==> config.mk <==
export PLATFORM = sky130hd
export DESIGN_NAME = bcd_counter
export DESIGN_NICKNAME = d
export VERILOG_FILES = /design/src/rtl/bcd_counter.sv
export SDC_FILE = /design/constraint.sdc
export NUM_CORES = 1
export LEC_CHECK = 0
export ABC_AREA = 1
export ABC_CLOCK_PERIOD_IN_PS = 1900
export CORE_MARGIN = 1.5
export CORE_UTILIZATION = 30
export DETAILED_ROUTE_END_ITERATION = 10
export GPL_TIMING_DRIVEN = 1
export PLACE_DENSITY = 0.57
export SLEW_MARGIN = 25
export SYNTH_ARGS = -nofsm -noshare
export SYNTH_HDL_FRONTEND = slang
export SYNTH_SLANG_ARGS = --single-unit
==> constraint.sdc <==
create_clock -name clk -period 1.9 [get_ports clk]
set_input_delay 0.57 -clock clk [delete_from_list [all_inputs] [get_ports clk]]
set_output_delay 0.57 -clock clk [all_outputs]
set_load 0.005 [all_outputs]
==> src/rtl/bcd_counter.sv <==
// bcd_counter: prescaled multi-digit BCD up/down counter with load, step and wrap pulses
module bcd_counter #(
  parameter int DIGITS = 4,
  parameter int DIV    = 50_000_000
) (
  input  logic                clk,
  input  logic                rst,
  input  logic                en,
  input  logic                up,
  input  logic                load,
  input  logic [4*DIGITS-1:0] load_val,
  output logic [4*DIGITS-1:0] bcd_out,
  output logic                step,
  output logic                wrap
);
  localparam int PW = (DIV > 1) ? $clog2(DIV) : 1;
  logic [PW-1:0]       pre_q, pre_d;
  logic [4*DIGITS-1:0] bcd_q, bcd_d, ld_san;
  logic                step_q, wrap_q, tick, roll;
  logic [3:0]          d;
  assign tick = en && (pre_q == PW'(DIV - 1));
  assign pre_d = !en ? pre_q : tick ? '0 : pre_q + PW'(1);
  // roll carries the ripple condition; when it survives all digits the count wrapped
  always_comb begin
    bcd_d = bcd_q;
    ld_san = '0;
    roll = 1'b1;
    d = '0;
    for (int i = 0; i < DIGITS; i++) begin
      d = bcd_q[4*i +: 4];
      bcd_d[4*i +: 4] = !roll ? d : up ? (d == 4'd9 ? 4'd0 : d + 4'd1) : (d == 4'd0 ? 4'd9 : d - 4'd1);
      roll = roll && (d == (up ? 4'd9 : 4'd0));
      ld_san[4*i +: 4] = (load_val[4*i +: 4] > 4'd9) ? 4'd0 : load_val[4*i +: 4];
    end
  end
  always_ff @(posedge clk or posedge rst) begin
    if (rst) begin
      pre_q  <= '0;
      bcd_q  <= '0;
      step_q <= 1'b0;
      wrap_q <= 1'b0;
    end else if (load) begin
      pre_q  <= '0;
      bcd_q  <= ld_san;
      step_q <= 1'b0;
      wrap_q <= 1'b0;
    end else begin
      pre_q  <= pre_d;
      bcd_q  <= tick ? bcd_d : bcd_q;
      step_q <= tick;
      wrap_q <= tick && roll;
    end
  end
  assign bcd_out = bcd_q;
  assign step    = step_q;
  assign wrap    = wrap_q;
endmodule

==> results.yml <==
global_route:
  grt_pass1_vias: 3282
  grt_overflow: 0
  global_route.usage.total_pct: 16.1
  grt_pass1_wl_um: 15200
  antenna_found_initial: 0
  grt_start_max_net_pins: 45
synthesis:
  synth.largest_area_cell: "sky130_fd_sc_hd__dfrtp_1"
  synth.ff_latch_count: 44
  ys_types: 32
  top_cells_by_area_in_the_synthesized_netlist: "sky130_fd_sc_hd__dfrtp_1 33%, sky130_fd_sc_hd__nand2_1 22%, sky130_fd_sc_hd__nand3_1 10%, sky130_fd_sc_hd__nor2_1 7.1%, sky130_fd_sc_hd__inv_1 6.2%"
  syn-cell-area_mm2: 0.00335
  mappedNetlistNets: 560
  synth_top_area_share_pct: 32.8
  seq_area_frac_synth_pct: 32.8
  yosys_warning_total: 0
  syn-instance-count: 537
  avg_cell_area_syn_um2: 6.24
floorplanning:
  core-area_mm2: 0.0109
  rows: 38
  num_io_pins: 39
  die_height_um: 109
  die_area_mm2: 0.0118
  die_w_um: 109
  start_util_pct: 30.8
critical_path:
  crit_required_ns: 1.33
  crit_type: "register to output pin"
  critPathMaxFanout: 8
  worst_setup_path_end_kind: "output pin"
  slowest_stage: "sky130_fd_sc_hd__clkdlybuf4s50_1"
  worst-path-buf-inv: 1
  crit_path_cell_trace: "clkdlybuf4s50_1"
  worstPathArrival_ns: 1.28
  critPathLaunchType: "register"
  cp_slowest_stage_delay_ns: 0.53
  path_delay_family: "buffers and inverters"
route:
  average_vias_per_placed_instance: 4.74
  route.top_layer_used: "met4"
  first_iter_violations: 249
  drc: 0
  met3RoutedLength_um: 357
  detailroute.via_count: 3523
  drt-met1-wl_um: 4350
  route.final.wire_length_um: 8820
  postRouteAntennaNets: 0
  firstDrtPassIters: 4
  routedWlPerCell_um: 11.9
  dr_wl_met2_um: 4030
sta:
  worst_pin_slew_ns: 0.320
  hold_viol: 0
  period_share_pct: 97.3
  fmax_mhz: 541
  grt_setup_unrepaired: "no"
  finalMaxSlewViolations: 0
  finalWorstPathRequiredPeriod_ns: 1.85
  clock-skew-final_ns: 0.0134
  report.final.setup_viol: 0
  slew_headroom_pct: 78.5
clocking:
  clock_slew_at_reported_path_ffs_ns: 0.08
  cts_sinks: 44
  number_of_buffers_created_by_cts: 5
  clk-insertion-delay-late_ns: 0.30
  cts_max_level: 2
  clock_path_buffers: 2
  cts_hold_buffers: 0
  clock-root-buffer: "sky130_fd_sc_hd__clkbuf_8"
  tritoncts_clock_tree: "done"
layout:
  layout.cells.non_filler: 744
  fin_nets: 627
  area_growth_pct: 27.5
  drive_gt1_share_pct: 13.6
  most_common_library_cell_in_the_layout_ignoring_fill_and_taps: "sky130_fd_sc_hd__nand2_1"
  most_used_cells_in_the_layout_excluding_fill_and_tap_cells: "193 x sky130_fd_sc_hd__nand2_1, 70 x sky130_fd_sc_hd__nand3_1, 63 x sky130_fd_sc_hd__nor2_1"
  antennaDiodeCount: 0
min_path:
  hp-class: "register to register"
power_and_ir_drop:
  fin_total_pwr_w: 0.00239
  maximum_vdd_ir_drop_mv: 0.284
  p_per_area_mw_per_mm2: 560
  leakagePower_nw: 2.04
place:
  place.gp.congestion: 0.840
  place_inst: 734
  place.detailed.hpwl_um: 6930
  numPortBuffers: 38
status:
  run_status: "finished clean"
job:
  timing.max_cap.violations: 0
cell usage after synthesis (all sizes together):
cell type and instances:
nor3b 5, nor2 77, clkbuf 5, a31oi 1
nor3 10, nand2 201, and2 1, xnor2 2
buf 7, o211ai 1, a21oi 8, dfrtp 44
ha 2, nand3 73, o22ai 1, xor2 7
nand3b 2, nand4 5, clkinv 2, o21ai 26
inv 57
area by class of cell:
| class | instances | area [um^2] |
|---|---|---|
| Fill cell | 1147 | 6610 |
| Multi-Input combinational cell | 422 | 1960 |
| Sequential cell | 44 | 1110 |
| Timing Repair Buffer | 72 | 703 |
| Inverter | 59 | 221 |
| Tap cell | 140 | 175 |
| Clock buffer | 7 | 96.3 |
path summary, 6_finish.rpt:
| path | from | endpoint | slack (ns) | cells past startpoint |
|---|---|---|---|---|
| worst max-delay path | bcd_out[0]$_DFFE_PP0P_ | bcd_out[0] | 0.05 | 1 |
| worst min-delay path | pre_q[22]$_DFFE_PP0P_ | pre_q[22]$_DFFE_PP0P_ | 0.54 | 2 |
| worst max register to register | pre_q[1]$_DFFE_PP0P_ | bcd_out[0]$_DFFE_PP0P_ | 0.19 | 11 |
| worst min register to register | pre_q[22]$_DFFE_PP0P_ | pre_q[22]$_DFFE_PP0P_ | 0.54 | 2 |
| max in group asynchronous | rst | bcd_out[2]$_DFFE_PP0P_ | 1.04 | 3 |
| min in group asynchronous | rst | step$_DFF_PP0_ | 0.61 | 3 |
worst min-delay path: stages, from the launching register on:
cell                      delay, ns
sky130_fd_sc_hd__dfrtp_1       0.39
sky130_fd_sc_hd__nand2_1       0.06
sky130_fd_sc_hd__nand2_1       0.05
routing by layer:
metal  track usage (%)  up-vias
met2              25.7       76
met4              3.85        0
met5                 0        -
met1              23.3     1614
li1                  -     1827
met3              1.79        6
sequential cells by signal, indices dropped and copies added (netlist names):
signal and count:
wrap 1, step 1, pre_q 26, bcd_out 16
what timing repair did:
item / 4_1_cts / 5_1_grt
setup buffers: 0 / 3
pin swaps: 0 / 1
setup endpoints to repair: 3 / 30
resized for setup: 3 / 12
kinds of logic (layout without fill, tap and decap cells):
group / Yosys count / after routing / synth area share (%)
AO/OA/AOI/OAI: 37 / 37 / 5.67
XOR/XNOR: 9 / 9 / 2.35
buffers and inverters: 71 / 138 / 8.88
flip-flops: 44 / 44 / 32.8
adder cells (fa/ha/maj): 2 / 2 / 0.746
AND/OR/NAND/NOR: 374 / 374 / 49.5
metrics by stage:
stage	setup slack (ns)	cell area [um^2]	TNS (ns)	hold WS (ns)	utilization, %
after global routing	0.00103	4270	0	0.586	39.3
after floorplan	0.299	3350	0	0.484	-
final	0.0505	4270	0	0.537	39.3
after global placement	-0.260	4130	-6.49	0.514	37.9
after detailed placement	-0.302	4130	-7.40	0.516	37.9
after CTS	0.00313	4230	0	0.540	38.8
power by group:
group	leakage, nW	internal, W	switching (W)
registers	0.582	0.000988	0.0000776
logic	1.41	0.000314	0.000360
clock network	0.0503	0.000325	0.000328
Note: power is estimated with default switching activity, not from simulation.
